===== src/rtl/clock_set_ctrl.sv =====
// Time-set controller: debounced mode/inc/dec buttons drive an RUN/SET_HR/SET_MIN/COMMIT
// editor with idle abort and field blink. Define AUTO_REPEAT_EN to enable inc/dec auto-repeat.
module clock_set_ctrl #(
    parameter int unsigned DEBOUNCE_CYC = 1000000,
    parameter int unsigned REPEAT_DLY   = 50000000,
    parameter int unsigned REPEAT_RATE  = 10000000,
    parameter int unsigned BLINK_HALF   = 25000000,
    parameter int unsigned IDLE_TIMEOUT = 1000000000
) (
    input  logic       clock,
    input  logic       rst,
    input  logic       btn_mode,
    input  logic       btn_inc,
    input  logic       btn_dec,
    input  logic [4:0] hr_in,
    input  logic [5:0] min_in,
    output logic       run_en,
    output logic       load,
    output logic [4:0] hr_out,
    output logic [5:0] min_out,
    output logic [1:0] set_mode,
    output logic       blank_hr,
    output logic       blank_min
);

    typedef enum logic [1:0] {
        RUN     = 2'b00,
        SET_HR  = 2'b01,
        SET_MIN = 2'b10,
        COMMIT  = 2'b11
    } state_t;

    localparam logic [29:0] DB_LAST    = 30'(DEBOUNCE_CYC - 1);
    localparam logic [29:0] BLINK_LAST = 30'(BLINK_HALF - 1);
    localparam logic [29:0] IDLE_LAST  = 30'(IDLE_TIMEOUT - 1);

    // Bit 0 = mode, bit 1 = inc, bit 2 = dec.
    logic [2:0]  raw;
    logic [2:0]  sync1_q, sync2_q, db_q, db_prev_q, ev_q;
    logic [29:0] dbc_q [3];

    assign raw = {btn_dec, btn_inc, btn_mode};

    always_ff @(posedge clock) begin
        if (!rst) begin
            sync1_q   <= '0;
            sync2_q   <= '0;
            db_q      <= '0;
            db_prev_q <= '0;
            ev_q      <= '0;
            for (int unsigned i = 0; i < 3; i++) dbc_q[i] <= '0;
        end else begin
            sync1_q   <= raw;
            sync2_q   <= sync1_q;
            db_prev_q <= db_q;
            ev_q      <= db_q & ~db_prev_q;
            for (int unsigned i = 0; i < 3; i++) begin
                if (sync2_q[i] == db_q[i]) begin
                    dbc_q[i] <= '0;
                end else if (dbc_q[i] == DB_LAST) begin
                    db_q[i]  <= sync2_q[i];
                    dbc_q[i] <= '0;
                end else begin
                    dbc_q[i] <= dbc_q[i] + 30'd1;
                end
            end
        end
    end

    state_t      state_q, state_d;
    logic [4:0]  hr_q, hr_d;
    logic [5:0]  min_q, min_d;
    logic [29:0] idle_q, idle_d, blink_q, blink_d;
    logic        phase_q, phase_d;
    logic        run_en_q, load_q, blank_hr_q, blank_min_q;
    logic        mode_ev, inc_ev, dec_ev, step_ev, editing, changing;

    assign mode_ev = ev_q[0];

`ifdef AUTO_REPEAT_EN
    localparam logic [29:0] RPT_DLY  = 30'(REPEAT_DLY);
    localparam logic [29:0] RPT_RATE = 30'(REPEAT_RATE);

    // rcnt_q == 0 means disarmed; a press arms it at 1 so the first repeat lands REPEAT_DLY later.
    logic [29:0] rcnt_q [2];
    logic [1:0]  rfirst_q, rep;

    always_comb begin
        rep = '0;
        for (int unsigned i = 0; i < 2; i++) begin
            rep[i] = (rcnt_q[i] != '0) && db_q[i+1] &&
                     (rfirst_q[i] ? (rcnt_q[i] == RPT_DLY) : (rcnt_q[i] == RPT_RATE));
        end
    end

    assign inc_ev = ev_q[1] | rep[0];
    assign dec_ev = ev_q[2] | rep[1];

    always_ff @(posedge clock) begin
        for (int unsigned i = 0; i < 2; i++) begin
            if (!rst || !editing || changing || !db_q[i+1]) begin
                rcnt_q[i]   <= '0;
                rfirst_q[i] <= 1'b1;
            end else if (ev_q[i+1] || rep[i]) begin
                rcnt_q[i]   <= 30'd1;
                rfirst_q[i] <= ev_q[i+1];
            end else if (rcnt_q[i] != '0) begin
                rcnt_q[i]   <= rcnt_q[i] + 30'd1;
            end
        end
    end
`else
    assign inc_ev = ev_q[1];
    assign dec_ev = ev_q[2];
`endif

    always_comb begin
        state_d = state_q;
        hr_d    = hr_q;
        min_d   = min_q;
        step_ev = 1'b0;
        unique case (state_q)
            RUN: begin
                if (mode_ev) begin
                    state_d = SET_HR;
                    hr_d    = hr_in;
                    min_d   = min_in;
                end
            end
            SET_HR, SET_MIN: begin
                if (mode_ev) begin
                    state_d = (state_q == SET_HR) ? SET_MIN : COMMIT;
                end else if (inc_ev != dec_ev) begin
                    step_ev = 1'b1;
                    if (state_q == SET_HR) begin
                        if (inc_ev) hr_d = (hr_q == 5'd23) ? 5'd0 : hr_q + 5'd1;
                        else        hr_d = (hr_q == 5'd0) ? 5'd23 : hr_q - 5'd1;
                    end else begin
                        if (inc_ev) min_d = (min_q == 6'd59) ? 6'd0 : min_q + 6'd1;
                        else        min_d = (min_q == 6'd0) ? 6'd59 : min_q - 6'd1;
                    end
                end else if (idle_q == IDLE_LAST) begin
                    state_d = RUN;
                end
            end
            default: state_d = RUN;
        endcase

        editing  = (state_q == SET_HR) || (state_q == SET_MIN);
        changing = (state_d != state_q);
        idle_d   = (editing && !changing && !step_ev) ? idle_q + 30'd1 : '0;

        // Restart the blink on every edit so the changed digit shows at once.
        if (changing || step_ev) begin
            blink_d = '0;
            phase_d = 1'b0;
        end else if (blink_q == BLINK_LAST) begin
            blink_d = '0;
            phase_d = ~phase_q;
        end else begin
            blink_d = blink_q + 30'd1;
            phase_d = phase_q;
        end
    end

    always_ff @(posedge clock) begin
        if (!rst) begin
            state_q     <= RUN;
            hr_q        <= '0;
            min_q       <= '0;
            idle_q      <= '0;
            blink_q     <= '0;
            phase_q     <= 1'b0;
            run_en_q    <= 1'b1;
            load_q      <= 1'b0;
            blank_hr_q  <= 1'b0;
            blank_min_q <= 1'b0;
        end else begin
            state_q     <= state_d;
            hr_q        <= hr_d;
            min_q       <= min_d;
            idle_q      <= idle_d;
            blink_q     <= blink_d;
            phase_q     <= phase_d;
            run_en_q    <= (state_d == RUN);
            load_q      <= (state_d == COMMIT);
            blank_hr_q  <= (state_d == SET_HR) && phase_d;
            blank_min_q <= (state_d == SET_MIN) && phase_d;
        end
    end

    assign set_mode  = state_q;
    assign hr_out    = hr_q;
    assign min_out   = min_q;
    assign run_en    = run_en_q;
    assign load      = load_q;
    assign blank_hr  = blank_hr_q;
    assign blank_min = blank_min_q;

endmodule


===== config.mk =====
export PLATFORM = sky130hd
export DESIGN_NAME = clock_set_ctrl
export DESIGN_NICKNAME = d
export VERILOG_FILES = /design/src/rtl/clock_set_ctrl.sv
export SDC_FILE = /design/constraint.sdc
export NUM_CORES = 1
export LEC_CHECK = 0
export ABC_AREA = 1
export BUFFER_PORTS_ARGS = -buffer_cell sky130_fd_sc_hd__buf_2
export CORE_AREA = 5 5 151 153
export DETAILED_ROUTE_END_ITERATION = 8
export DIE_AREA = 0 0 156 158
export HOLD_SLACK_MARGIN = 0.08
export PLACE_DENSITY = 0.65
export SYNTH_ARGS = -nofsm -noshare
export SYNTH_HDL_FRONTEND = slang
export SYNTH_SLANG_ARGS = --single-unit

===== constraint.sdc =====
create_clock -name clock -period 2.7 [get_ports clock]
set_input_delay 0.54 -clock clock [delete_from_list [all_inputs] [get_ports clock]]
set_output_delay 0.54 -clock clock [all_outputs]
set_load 0.02 [all_outputs]

==> out/qor.log, run 1 <==
qor: die.number_of_top_level_design_ports 33
qor: timing.rsz0062_at_grt false
qor: clock_network.cts.reportedPaths.clkPinSlew 0.07 ns
qor: status.status completed
qor: clock_network.cts_tree built
qor: placement.hpwl 16.3 mm
qor: placement.io_buffers 32
qor: die.rows 54
qor: timing.max-slew-margin-rel 45.2%
qor: route.drt_first_pass_iters 5
qor: critical_path.worstSetupEndpointType flip-flop
qor: route.routedWlPerCell 12.3 um
qor: critical_path.data_arrival_at_the_endpoint_of_the_critical_path 2.53 ns
qor: route.drc 0
qor: die.chipHeight 158 um
qor: placement.place_ws 0.342 ns
qor: yosys.yosysSeqAreaShare 43.8%
qor: finish.nNetsFinal 1483
qor: yosys.synth.ff_latch_count 183
qor: power.static-leakage-power 4.52 nW
qor: yosys.synthesis.yosys.warnings 0
qor: clock_network.insertion_delay 0.44 ns
qor: critical_path.crit_fanout 16
qor: timing.final_cycle_utilization_of_the_critical_path 87.0%
qor: finish.area.sequential 0.00456 mm^2
qor: yosys.post_synthesis_async_set_or_reset_flop_share 0%
qor: power.fin_total_pwr 0.00576 W
qor: route.drt-vias-per-instance 4.89
qor: timing.postLayoutSetupSlackWorst 0.351 ns
qor: yosys.mappedNetlistArea 0.0104 mm^2
qor: clock_network.clock_tree.root_cell sky130_fd_sc_hd__clkbuf_16
qor: clock_network.cts.path.max_buffers 2
qor: finish.layout.core_utilization 55.1%
qor: finish.mostFrequentLayoutCell sky130_fd_sc_hd__nand2_1
qor: critical_path.crit_path_start_kind flip-flop
qor: timing.setup_tns 0 ns
qor: timing.finalSetupViolations 0
qor: clock_network.cts.htree.levels 4
qor: clock_network.cts_post_setup_buffers_inserted 0
qor: finish.syn_to_final_growth 13.3%
qor: timing.hold_viol 0
qor: finish.fillCellCount 2042
qor: clock_network.post_cts_resize_count 0
qor: timing.worst-slew-pin-transition 0.818 ns
qor: die.floorplan.initialDensity 48.6%
qor: finish.drive_above_1_share 11.9%
qor: min_path.min-delay-path-class input port to flip-flop
qor: route.dr_total_vias 8541
qor: global_routing.grt_max_degree 31
qor: global_routing.grt_antenna_before_repair 1
qor: yosys.yosys_most_used_dff sky130_fd_sc_hd__dfxtp_1
qor: timing.timing.final.max_slew_violations 0
qor: yosys.syn-mean-instance-area 7.86 um^2
qor: critical_path.crit_path_class flip-flop to flip-flop
qor: timing.achievable-frequency 426 MHz
qor: die.die_w 156 um
qor: timing.timing.final.crit_period 2.35 ns
qor: global_routing.grt_overflow 0
qor: placement.routabilityCongestion 0.909
qor: power.p_per_area 488 mW/mm^2
qor: route.drt-total-wl 21.5 mm
qor: job.max_cap_viol_count 0
qor: power.worst_ir_drop_vdd 0.396 mV
qor: die.design.core.area 0.0214 mm^2
qor: global_routing.grtUsageTotal 18.2%
qor: yosys.synthCells 1324
qor: route.detail_route.iter0.violations 415
qor: clock_network.tritoncts.num_buffers 17
qor: die.area_enclosed_by_the_die_boundary 0.0246 mm^2
qor: clock_network.cts_hold_repair.buffers 0
qor: timing.final.setup_skew 0.0158 ns
qor: route.final_antenna_violating_net_count 0
qor: finish.multi_input_area 0.00522 mm^2
qor: critical_path.critical_path_required_time 2.88 ns
qor: finish.most_frequent_cells_in_the_layout sky130_fd_sc_hd__nand2_1 (222), sky130_fd_sc_hd__inv_1 (214), sky130_fd_sc_hd__nor2_1 (134)
qor: clock_network.clkSinkCount 183
qor: yosys.synth.lib_cells_used.distinct 47
qor: global_routing.grt_first_pass_wirelength 37.2 mm
qor: yosys.synth_enable_flop_cells 90
qor: global_routing.first_global_vias 8308
qor: timing.finalHoldWorstSlack 0.298 ns
[path summary, 6_finish.rpt]
| path | start | endpoint | slack (ns) | cells past startpoint |
|---|---|---|---|---|
| setup / recovery | dbc_q[2][0] | dbc_q[2][14] | 0.35 | 12 |
| hold / removal | btn_inc | sync1_q[1] | 0.30 | 3 |
| setup reg to reg | dbc_q[2][0] | dbc_q[2][14] | 0.35 | 12 |
| hold reg to reg | db_prev_q[2] | ev_q[2] | 0.38 | 1 |
[layout make-up]
type | instances | share of cell area (%)
diodes | 1 | 0.0212
clock buffers | 21 | 4.00
clock inverters | 11 | 1.03
inverters | 217 | 6.90
multi-input cells | 990 | 44.3
flip-flops and latches | 183 | 38.7
well taps | 280 | 2.97
repair buffers | 44 | 2.12
[report_power, final]
part	internal (W)	leakage (nW)	switching, W	total, W
sequential	0.00298	1.68	0.0000645	0.00304
clock	0.00144	0.287	0.00108	0.00253
combinational	0.0000567	2.55	0.000134	0.000191
total	0.00448	4.52	0.00128	0.00576
[registers in the layout, indices dropped and copies added, names as in the netlist, 5 cells and up]
signal,flops
dbc_q,90
blink_q,30
idle_q,30
min_out,6
hr_out,5
[worst max-delay path, cell delays in order (launching register included)]
cell                       delay [ns]
sky130_fd_sc_hd__edfxtp_1        0.43
sky130_fd_sc_hd__ha_1            0.20
sky130_fd_sc_hd__nand2_1         0.09
sky130_fd_sc_hd__nor2_2          0.16
sky130_fd_sc_hd__nand2_1         0.10
sky130_fd_sc_hd__nor2_1          0.13
sky130_fd_sc_hd__nand2_1         0.10
sky130_fd_sc_hd__nor4_2          0.19
sky130_fd_sc_hd__nand2_1         0.12
sky130_fd_sc_hd__nand2_2         0.09
sky130_fd_sc_hd__inv_1           0.25
sky130_fd_sc_hd__o21ai_0         0.17
sky130_fd_sc_hd__a21oi_1         0.06
[synth_stat cells (all sizes together), types with 2 or more instances]
master	count	area, um^2
nand2	225	852
inv	216	811
nor2	206	963
dfxtp	93	1860
edfxtp	90	2700
nor3	88	492
nand3	76	395
xor2	58	508
a21oi	56	280
o21ai	43	215
nand4	42	293
xnor2	25	219
nor4	24	163
buf	17	123
ha	14	175
o211ai	9	67.6
clkbuf	6	22.5
or2	6	37.5
a221oi	4	35.0
nand3b	4	30.0
and3	3	18.8
nor3b	3	32.5
o21a	3	22.5
o221ai	2	17.5
[logic make-up after synthesis]
| family | count (synthesis) | share of synthesized area (%) |
|---|---|---|
| xor gates and xnor gates | 83 | 6.98 |
| buffers and inverters | 240 | 9.22 |
| adders and majority gates | 14 | 1.68 |
| other | 1 | 0.0360 |
| DFF | 183 | 43.8 |
| AOI/OAI and AO/OA | 123 | 6.57 |
| and+or+nand+nor | 680 | 31.7 |
[metal layers]
layer / GRT usage [%] / part of all wire (%) / wire length, um
met4: 5.88 / 1.7 / 367
met1: 23.8 / 48 / 10400
met5: 0 / 0 / 0
met3: 3.85 / 3.7 / 802
met2: 30.3 / 46 / 9970
[metrics by stage]
stage                     cell area (um^2)  instances
after floorplan                      10700       1413
after global placement               11200       1714
after detailed placement             11200       1714
after CTS                            11800       1746
after global routing                 11800       1747
final                                11800       1747
No activity file was read; power rests on OpenSTA's default activity.
==> inputs of run 2 (changes only) <==
==> constraint.sdc (replaced) <==
create_clock -name clock -period 2.7 [get_ports clock]
set_input_delay 0.405 -clock clock [delete_from_list [all_inputs] [get_ports clock]]
set_output_delay 0.405 -clock clock [all_outputs]
set_load 0.02 [all_outputs]
==> run 2 against run 1 <==
Clock-buffer cell count shrank 4. Sequential power hardly changed. Utilization about the same.
==> out/qor.log, run 2 (synthesized netlist as in run 1, its figures left out) <==
qor: finish.largestRegisters dbc_q x90, blink_q x30, idle_q x30 [unchanged]
qor: timing.final_cycle_utilization_of_the_critical_path 87.8% [was 87.0%]
qor: power.combPwrFrac 3.3% [about the same]
qor: finish.mostFrequentLayoutCell sky130_fd_sc_hd__nand2_1 [unchanged]
qor: clock_network.cts_post_setup_buffers_inserted 0 [unchanged]
qor: global_routing.first_global_vias 8140 [was 8308]
qor: timing.final.setup_skew 0.0198 ns [was 0.0158 ns]
qor: status.status completed [unchanged]
qor: critical_path.data_arrival_at_the_endpoint_of_the_critical_path 2.55 ns [was 2.53 ns]
qor: critical_path.crit_path_class flip-flop to flip-flop [unchanged]
qor: power.share_clk_of_total_power 43.7% [was 43.9%]
qor: placement.place_ws 0.296 ns [was 0.342 ns]
qor: route.drt-vias-per-instance 4.90 [was 4.89]
qor: placement.io_buffers 32 [unchanged]
qor: timing.finalSetupViolations 0 [unchanged]
qor: global_routing.grt_first_pass_wirelength 36.9 mm [was 37.2 mm]
qor: clock_network.tritoncts.num_buffers 17 [unchanged]
qor: die.die_w 156 um [unchanged]
qor: clock_network.clkSinkCount 183 [unchanged]
qor: critical_path.crit_path_start_kind flip-flop [unchanged]
qor: finish.drive_above_1_share 12.1% [was 11.9%]
qor: global_routing.grt_max_degree 31 [unchanged]
qor: clock_network.clock_tree.root_cell sky130_fd_sc_hd__clkbuf_16 [unchanged]
qor: global_routing.grt_antenna_before_repair 1 [unchanged]
qor: placement.hpwl 16.5 mm [was 16.3 mm]
qor: die.rows 54 [unchanged]
qor: route.routedWlPerCell 12.4 um [was 12.3 um]
qor: job.max_cap_viol_count 0 [unchanged]
qor: route.drt-total-wl 21.7 mm [was 21.5 mm]
qor: power.worst_ir_drop_vdd 0.383 mV [was 0.396 mV]
qor: power.static-leakage-power 4.52 nW [about the same]
qor: route.drc 0 [unchanged]
qor: route.drt_first_pass_iters 5 [unchanged]
qor: die.number_of_top_level_design_ports 33 [unchanged]
qor: timing.rsz0062_at_grt false [unchanged]
qor: min_path.min-delay-path-class input port to flip-flop [unchanged]
qor: route.final_antenna_violating_net_count 0 [unchanged]
qor: finish.number_of_flip_flops_under_the_largest_register_name 90 [unchanged]
qor: clock_network.post_cts_resize_count 0 [unchanged]
qor: die.design.core.area 0.0214 mm^2 [unchanged]
qor: power.p_per_area 486 mW/mm^2 [was 488 mW/mm^2]
qor: power.p_int 0.00442 W [was 0.00448 W]
qor: finish.fillCellCount 2060 [was 2042]
qor: global_routing.grtUsageTotal 18.1% [was 18.2%]
qor: route.detail_route.iter0.violations 484 [was 415]
qor: timing.achievable-frequency 422 MHz [was 426 MHz]
qor: finish.nNetsFinal 1484 [was 1483]
qor: finish.area.sequential 0.00456 mm^2 [unchanged]
qor: die.chipHeight 158 um [unchanged]
qor: timing.worst-slew-pin-transition 0.784 ns [was 0.818 ns]
qor: route.dr_total_vias 8563 [was 8541]
qor: timing.hold_viol 0 [unchanged]
qor: finish.most_frequent_cells_in_the_layout sky130_fd_sc_hd__nand2_1 (222), sky130_fd_sc_hd__inv_1 (214), sky130_fd_sc_hd__nor2_1 (134) [unchanged]
qor: timing.timing.final.max_slew_violations 0 [unchanged]
qor: critical_path.worstSetupEndpointType flip-flop [unchanged]
qor: clock_network.cts.htree.levels 4 [unchanged]
qor: clock_network.cts_tree built [unchanged]
qor: clock_network.insertion_delay 0.44 ns [about the same]
qor: finish.multi_input_area 0.00522 mm^2 [unchanged]
qor: timing.timing.final.crit_period 2.37 ns [was 2.35 ns]
qor: power.net-switching-power 0.00133 W [was 0.00128 W]
qor: placement.routabilityCongestion 0.878 [was 0.909]
qor: clock_network.cts_hold_repair.buffers 0 [unchanged]
qor: clock_network.cts.reportedPaths.clkPinSlew 0.07 ns [about the same]
qor: finish.max_flop_register dbc_q [unchanged]
qor: die.floorplan.initialDensity 48.6% [unchanged]
qor: finish.syn_to_final_growth 13.4% [was 13.3%]
qor: timing.max-slew-margin-rel 47.5% [was 45.2%]
qor: power.p_seq_share 52.9% [was 52.8%]
qor: clock_network.cts.path.max_buffers 2 [unchanged]
qor: global_routing.grt_overflow 0 [unchanged]
qor: die.area_enclosed_by_the_die_boundary 0.0246 mm^2 [unchanged]
qor: critical_path.crit_fanout 16 [unchanged]
qor: critical_path.critical_path_required_time 2.88 ns [about the same]
qor: timing.setup_tns 0 ns [unchanged]
qor: timing.postLayoutSetupSlackWorst 0.329 ns [was 0.351 ns]
qor: power.p_sw_share 23.1% [was 22.2%]
==> run 2: cell type report <==
class | instances | area share (%)
Inverter | 217 | 6.90
Tap cell | 280 | 2.97
Clock buffer | 17 | 3.60
Multi-Input combinational cell | 990 | 44.2
Sequential cell | 183 | 38.7
Timing Repair Buffer | 45 | 2.18
Antenna cell | 1 | 0.0212
Clock inverter | 15 | 1.40
==> run 2: worst max-delay path, stage by stage (launching register included) <==
cell and delay [ns]:
sky130_fd_sc_hd__edfxtp_1 0.42, sky130_fd_sc_hd__ha_1 0.20, sky130_fd_sc_hd__nand2_1 0.08, sky130_fd_sc_hd__nor2_2 0.16
sky130_fd_sc_hd__nand2_1 0.11, sky130_fd_sc_hd__nor2_1 0.13, sky130_fd_sc_hd__nand2_1 0.10, sky130_fd_sc_hd__nor4_2 0.21
sky130_fd_sc_hd__nand2_1 0.13, sky130_fd_sc_hd__nand2_2 0.10, sky130_fd_sc_hd__inv_1 0.24, sky130_fd_sc_hd__o21ai_0 0.17
sky130_fd_sc_hd__a21oi_1 0.06
==> run 2: routing by layer <==
metal | vias up | global-route usage, % | part of all wire [%]
li1 | 4507 | - | -
met1 | 3904 | 23.6 | 47
met2 | 136 | 30.6 | 48
met3 | 16 | 4.21 | 3.9
met4 | 0 | 4.75 | 1.0
met5 | - | 0 | 0
==> run 2: metrics by stage <==
stage / hold WS, ns / total power [W] / cell area (um^2) / std cells / util, %
after floorplan: 0.368 / 0.00323 / 10700 / 1413 / -
after global placement: 0.372 / 0.00328 / 11200 / 1715 / 52.3
after detailed placement: 0.379 / 0.00329 / 11200 / 1715 / 52.3
after CTS: 0.148 / 0.00581 / 11800 / 1747 / 55.1
after global routing: 0.172 / 0.00598 / 11800 / 1748 / 55.1
final: 0.155 / 0.00574 / 11800 / 1748 / 55.1
==> run 2: path summary, 6_finish.rpt <==
kind	from	to	slack (ns)	cells after the start
max reg2reg	dbc_q[2][0]	dbc_q[2][14]	0.33	12
min	btn_dec	sync1_q[2]	0.15	3
max	dbc_q[2][0]	dbc_q[2][14]	0.33	12
min reg2reg	db_prev_q[0]	ev_q[0]	0.37	1
==> run 2: power groups by stage <==
| stage | combinational (W) | clock (W) | sequential (W) |
|---|---|---|---|
| final | 0.000192 | 0.00251 | 0.00304 |
| after global placement | 0.000185 | 0 | 0.00310 |
| after floorplan | 0.000150 | 0 | 0.00308 |
| after detailed placement | 0.000188 | 0 | 0.00310 |
| after global routing | 0.000223 | 0.00271 | 0.00305 |
| after CTS | 0.000189 | 0.00258 | 0.00304 |
==> inputs of run 3 (changes only) <==
RECOVER_POWER = 100   (was unset)
SKIP_CTS_REPAIR_TIMING = 1   (was unset)
==> run 3 against run 2 <==
Power barely moved. First-iteration DRC count is 0.62% lower. Combinational power is 3% lower. Global-route usage stayed put. Hold slack is essentially flat. Non-clock buffer count did not move. Clock power is essentially flat. Final area decreased by 1.4%. Critical endpoint is now dbc_q[0][16]. Highest routed layer unchanged.
==> out/qor.log, run 3 (synthesized netlist as in run 1, its figures left out) <==
qor: status.status completed [unchanged]
qor: global_routing.grt_max_degree 31 [unchanged]
qor: timing.timing.final.max_slew_violations 0 [unchanged]
qor: route.detailroute.wirelength.met3 917 um [was 842 um]
qor: route.drc 0 [unchanged]
qor: critical_path.crit_path_class flip-flop to flip-flop [unchanged]
qor: clock_network.clock_tree.root_cell sky130_fd_sc_hd__clkbuf_16 [unchanged]
qor: critical_path.data_arrival_at_the_endpoint_of_the_critical_path 2.57 ns [was 2.55 ns]
qor: job.max_cap_viol_count 0 [unchanged]
qor: timing.hold_viol 0 [unchanged]
qor: route.drt-total-wl 21.7 mm [about the same]
qor: power.static-leakage-power 4.44 nW [was 4.52 nW]
qor: placement.routabilityCongestion 0.878 [unchanged]
qor: finish.syn_to_final_growth 11.8% [was 13.4%]
qor: critical_path.crit_path_start_kind flip-flop [unchanged]
qor: route.detail_route.iter0.violations 481 [was 484]
qor: route.wl_met1 10.2 mm [about the same]
qor: timing.timing.final.crit_period 2.41 ns [was 2.37 ns]
qor: finish.final_cell_area 0.0116 mm^2 [was 0.0118 mm^2]
qor: power.worst_ir_drop_vdd 0.388 mV [was 0.383 mV]
qor: die.design.core.area 0.0214 mm^2 [unchanged]
qor: route.final_antenna_violating_net_count 0 [unchanged]
qor: critical_path.critical-path-slowest-cell sky130_fd_sc_hd__nor4_1 [was sky130_fd_sc_hd__edfxtp_1]
qor: route.met2_routed_length 10.4 mm [about the same]
qor: placement.placed_cell_areas 0.0112 mm^2 [unchanged]
qor: finish.post_layout_nonfiller_instances 1748 [unchanged]
qor: clock_network.tritoncts.num_buffers 17 [unchanged]
qor: clock_network.cts.htree.levels 4 [unchanged]
qor: global_routing.grt_antenna_before_repair 1 [unchanged]
qor: die.die_w 156 um [unchanged]
qor: route.top_layer met4 [unchanged]
qor: timing.rsz0062_at_grt false [unchanged]
qor: critical_path.timing.critical_path.from dbc_q[0][0] [was dbc_q[2][0]]
qor: timing.finalSetupViolations 0 [unchanged]
qor: die.rows 54 [unchanged]
qor: global_routing.grt_overflow 0 [unchanged]
qor: finish.nNetsFinal 1484 [unchanged]
qor: critical_path.crit_fanout 17 [was 16]
qor: timing.setup_tns 0 ns [unchanged]
qor: clock_network.clkSinkCount 183 [unchanged]
qor: finish.fillCellCount 2107 [was 2060]
qor: route.drt_first_pass_iters 5 [unchanged]
qor: timing.max-slew-margin-rel 41.2% [was 47.5%]
qor: critical_path.timing.critical_path.slowest_cell_delay 0.43 ns [was 0.42 ns]
qor: finish.max_flop_register dbc_q [unchanged]
qor: power.p_per_area 493 mW/mm^2 [was 486 mW/mm^2]
qor: die.number_of_top_level_design_ports 33 [unchanged]
qor: power.fin_total_pwr 0.00574 W [about the same]
qor: finish.most_frequent_cells_in_the_layout sky130_fd_sc_hd__nand2_1 (224), sky130_fd_sc_hd__inv_1 (214), sky130_fd_sc_hd__nor2_1 (178) [was sky130_fd_sc_hd__nand2_1 (222), sky130_fd_sc_hd__inv_1 (214), sky130_fd_sc_hd__nor2_1 (134)]
qor: critical_path.setup.reg_to_reg.worst_slack 0.29 ns [was 0.33 ns]
qor: finish.number_of_flip_flops_under_the_largest_register_name 90 [unchanged]
qor: critical_path.worstSetupEndpointType flip-flop [unchanged]
qor: critical_path.critical_path_required_time 2.86 ns [was 2.88 ns]
qor: finish.largestRegisters dbc_q x90, blink_q x30, idle_q x30 [unchanged]
qor: clock_network.cts.path.max_buffers 2 [unchanged]
qor: clock_network.cts_tree built [unchanged]
qor: route.routedWlPerCell 12.4 um [about the same]
qor: global_routing.grtUsageTotal 18.1% [unchanged]
qor: timing.worst-slew-pin-transition 0.882 ns [was 0.784 ns]
qor: route.dr_total_vias 8530 [was 8563]
qor: global_routing.grt_first_pass_wirelength 36.9 mm [unchanged]
qor: clock_network.insertion_delay 0.44 ns [about the same]
qor: critical_path.reg2reg_depth 11 [was 12]
qor: critical_path.crit_chain ha_1 -> nand2_1 -> inv_1 -> nand2_1 -> nor2_1 -> nand2_1 -> nor4_1 -> nand2_1 -> nand3_1 -> buf_4 -> nor3_1 [was ha_1 -> nand2_1 -> nor2_2 -> nand2_1 -> nor2_1 -> nand2_1 -> nor4_2 -> nand2_1 -> nand2_2 -> inv_1 -> o21ai_0 -> a21oi_1]
qor: placement.io_buffers 32 [unchanged]
qor: finish.drive_above_1_share 7.50% [was 12.1%]
qor: route.drt-vias-per-instance 4.88 [was 4.90]
qor: finish.mostFrequentLayoutCell sky130_fd_sc_hd__nand2_1 [unchanged]
qor: timing.final_cycle_utilization_of_the_critical_path 89.2% [was 87.8%]
qor: die.area_enclosed_by_the_die_boundary 0.0246 mm^2 [unchanged]
qor: min_path.min-delay-path-class input port to flip-flop [unchanged]
qor: critical_path.path_common_cell sky130_fd_sc_hd__nand2_1 [unchanged]
qor: global_routing.first_global_vias 8140 [unchanged]
qor: critical_path.regToRegStartpoint dbc_q[0][0] [was dbc_q[2][0]]
qor: placement.hpwl 16.5 mm [unchanged]
qor: critical_path.endpoint dbc_q[0][16] [was dbc_q[2][14]]
qor: die.chipHeight 158 um [unchanged]
qor: placement.dp_cells 1715 [unchanged]
qor: critical_path.r2r_end dbc_q[0][16] [was dbc_q[2][14]]
qor: clock_network.cts.reportedPaths.clkPinSlew 0.07 ns [about the same]
qor: die.floorplan.initialDensity 48.6% [unchanged]
qor: timing.final.setup_skew 0.0177 ns [was 0.0198 ns]
qor: timing.achievable-frequency 415 MHz [was 422 MHz]
-- run 3: cell types whose count changed in the layout (fill, tap and decap cells not counted) --
cell,before,now
sky130_fd_sc_hd__nor3b_2,2,1
sky130_fd_sc_hd__nor3_1,79,80
sky130_fd_sc_hd__buf_4,13,10
sky130_fd_sc_hd__nor2_2,70,27
sky130_fd_sc_hd__nor3_2,8,7
sky130_fd_sc_hd__buf_2,32,14
sky130_fd_sc_hd__nand2_1,222,224
sky130_fd_sc_hd__nor3b_1,1,2
sky130_fd_sc_hd__nor2_4,2,1
sky130_fd_sc_hd__clkbuf_1,0,20
sky130_fd_sc_hd__clkbuf_2,0,1
sky130_fd_sc_hd__nor2_1,134,178
sky130_fd_sc_hd__nand2_2,3,1
-- run 3: layout make-up --
class | count | area [um^2] | area share, %
Multi-Input combinational cell | 990 | 5090 | 43.7
Sequential cell | 183 | 4560 | 39.2
Inverter | 217 | 815 | 7.00
Clock buffer | 17 | 425 | 3.65
Tap cell | 280 | 350 | 3.01
Timing Repair Buffer | 45 | 225 | 1.93
Clock inverter | 15 | 165 | 1.42
Antenna cell | 1 | 2.50 | 0.0215
-- run 3: critical path, delay by kind of cell, from the launching register on --
kind / cells / cell delay (ns)
buffers and inverters: 2 / 0.31
flip-flops: 1 / 0.37
AND/OR/NAND/NOR: 8 / 1.27
adder cells (fa/ha/maj): 1 / 0.18
-- run 3: worst min-delay path by stage --
| stage | startpoint | end | slack (ns) | cells past startpoint |
|---|---|---|---|---|
| finish | btn_dec | sync1_q[2] | 0.16 | 3 |
| detailed placement | db_prev_q[0] | ev_q[0] | 0.38 | 1 |
| CTS | btn_dec | sync1_q[2] | 0.15 | 3 |
| global placement | db_prev_q[2] | ev_q[2] | 0.37 | 1 |
| floorplan | db_prev_q[1] | ev_q[1] | 0.37 | 1 |
| global route | btn_dec | sync1_q[2] | 0.17 | 3 |
-- run 3: routing by layer --
metal,GRT usage [%],vias up
li1,-,4505
met1,23.6,3883
met2,30.6,125
met3,4.21,17
met4,4.75,0
met5,0,-
-- run 3: power by group --
part / leakage, nW / total, W / internal (W) / switching (W)
clock network: 0.284 / 0.00251 / 0.00139 / 0.00113
registers: 1.68 / 0.00304 / 0.00297 / 0.0000645
logic: 2.48 / 0.000186 / 0.0000551 / 0.000131
total: 4.44 / 0.00574 / 0.00441 / 0.00132
-- run 3: through the flow --
| stage | util [%] | worst slack, ns | hold slack [ns] |
|---|---|---|---|
| 3_3_place_gp | 52.3 | 0.351 | 0.372 |
| 4_1_cts | 55.1 | 0.298 | 0.148 |
| 2_1_floorplan | - | 0.582 | 0.368 |
| 5_1_grt | 54.3 | 0.0631 | 0.172 |
| 3_5_place_dp | 52.3 | 0.296 | 0.379 |
| 6_report | 54.3 | 0.291 | 0.155 |
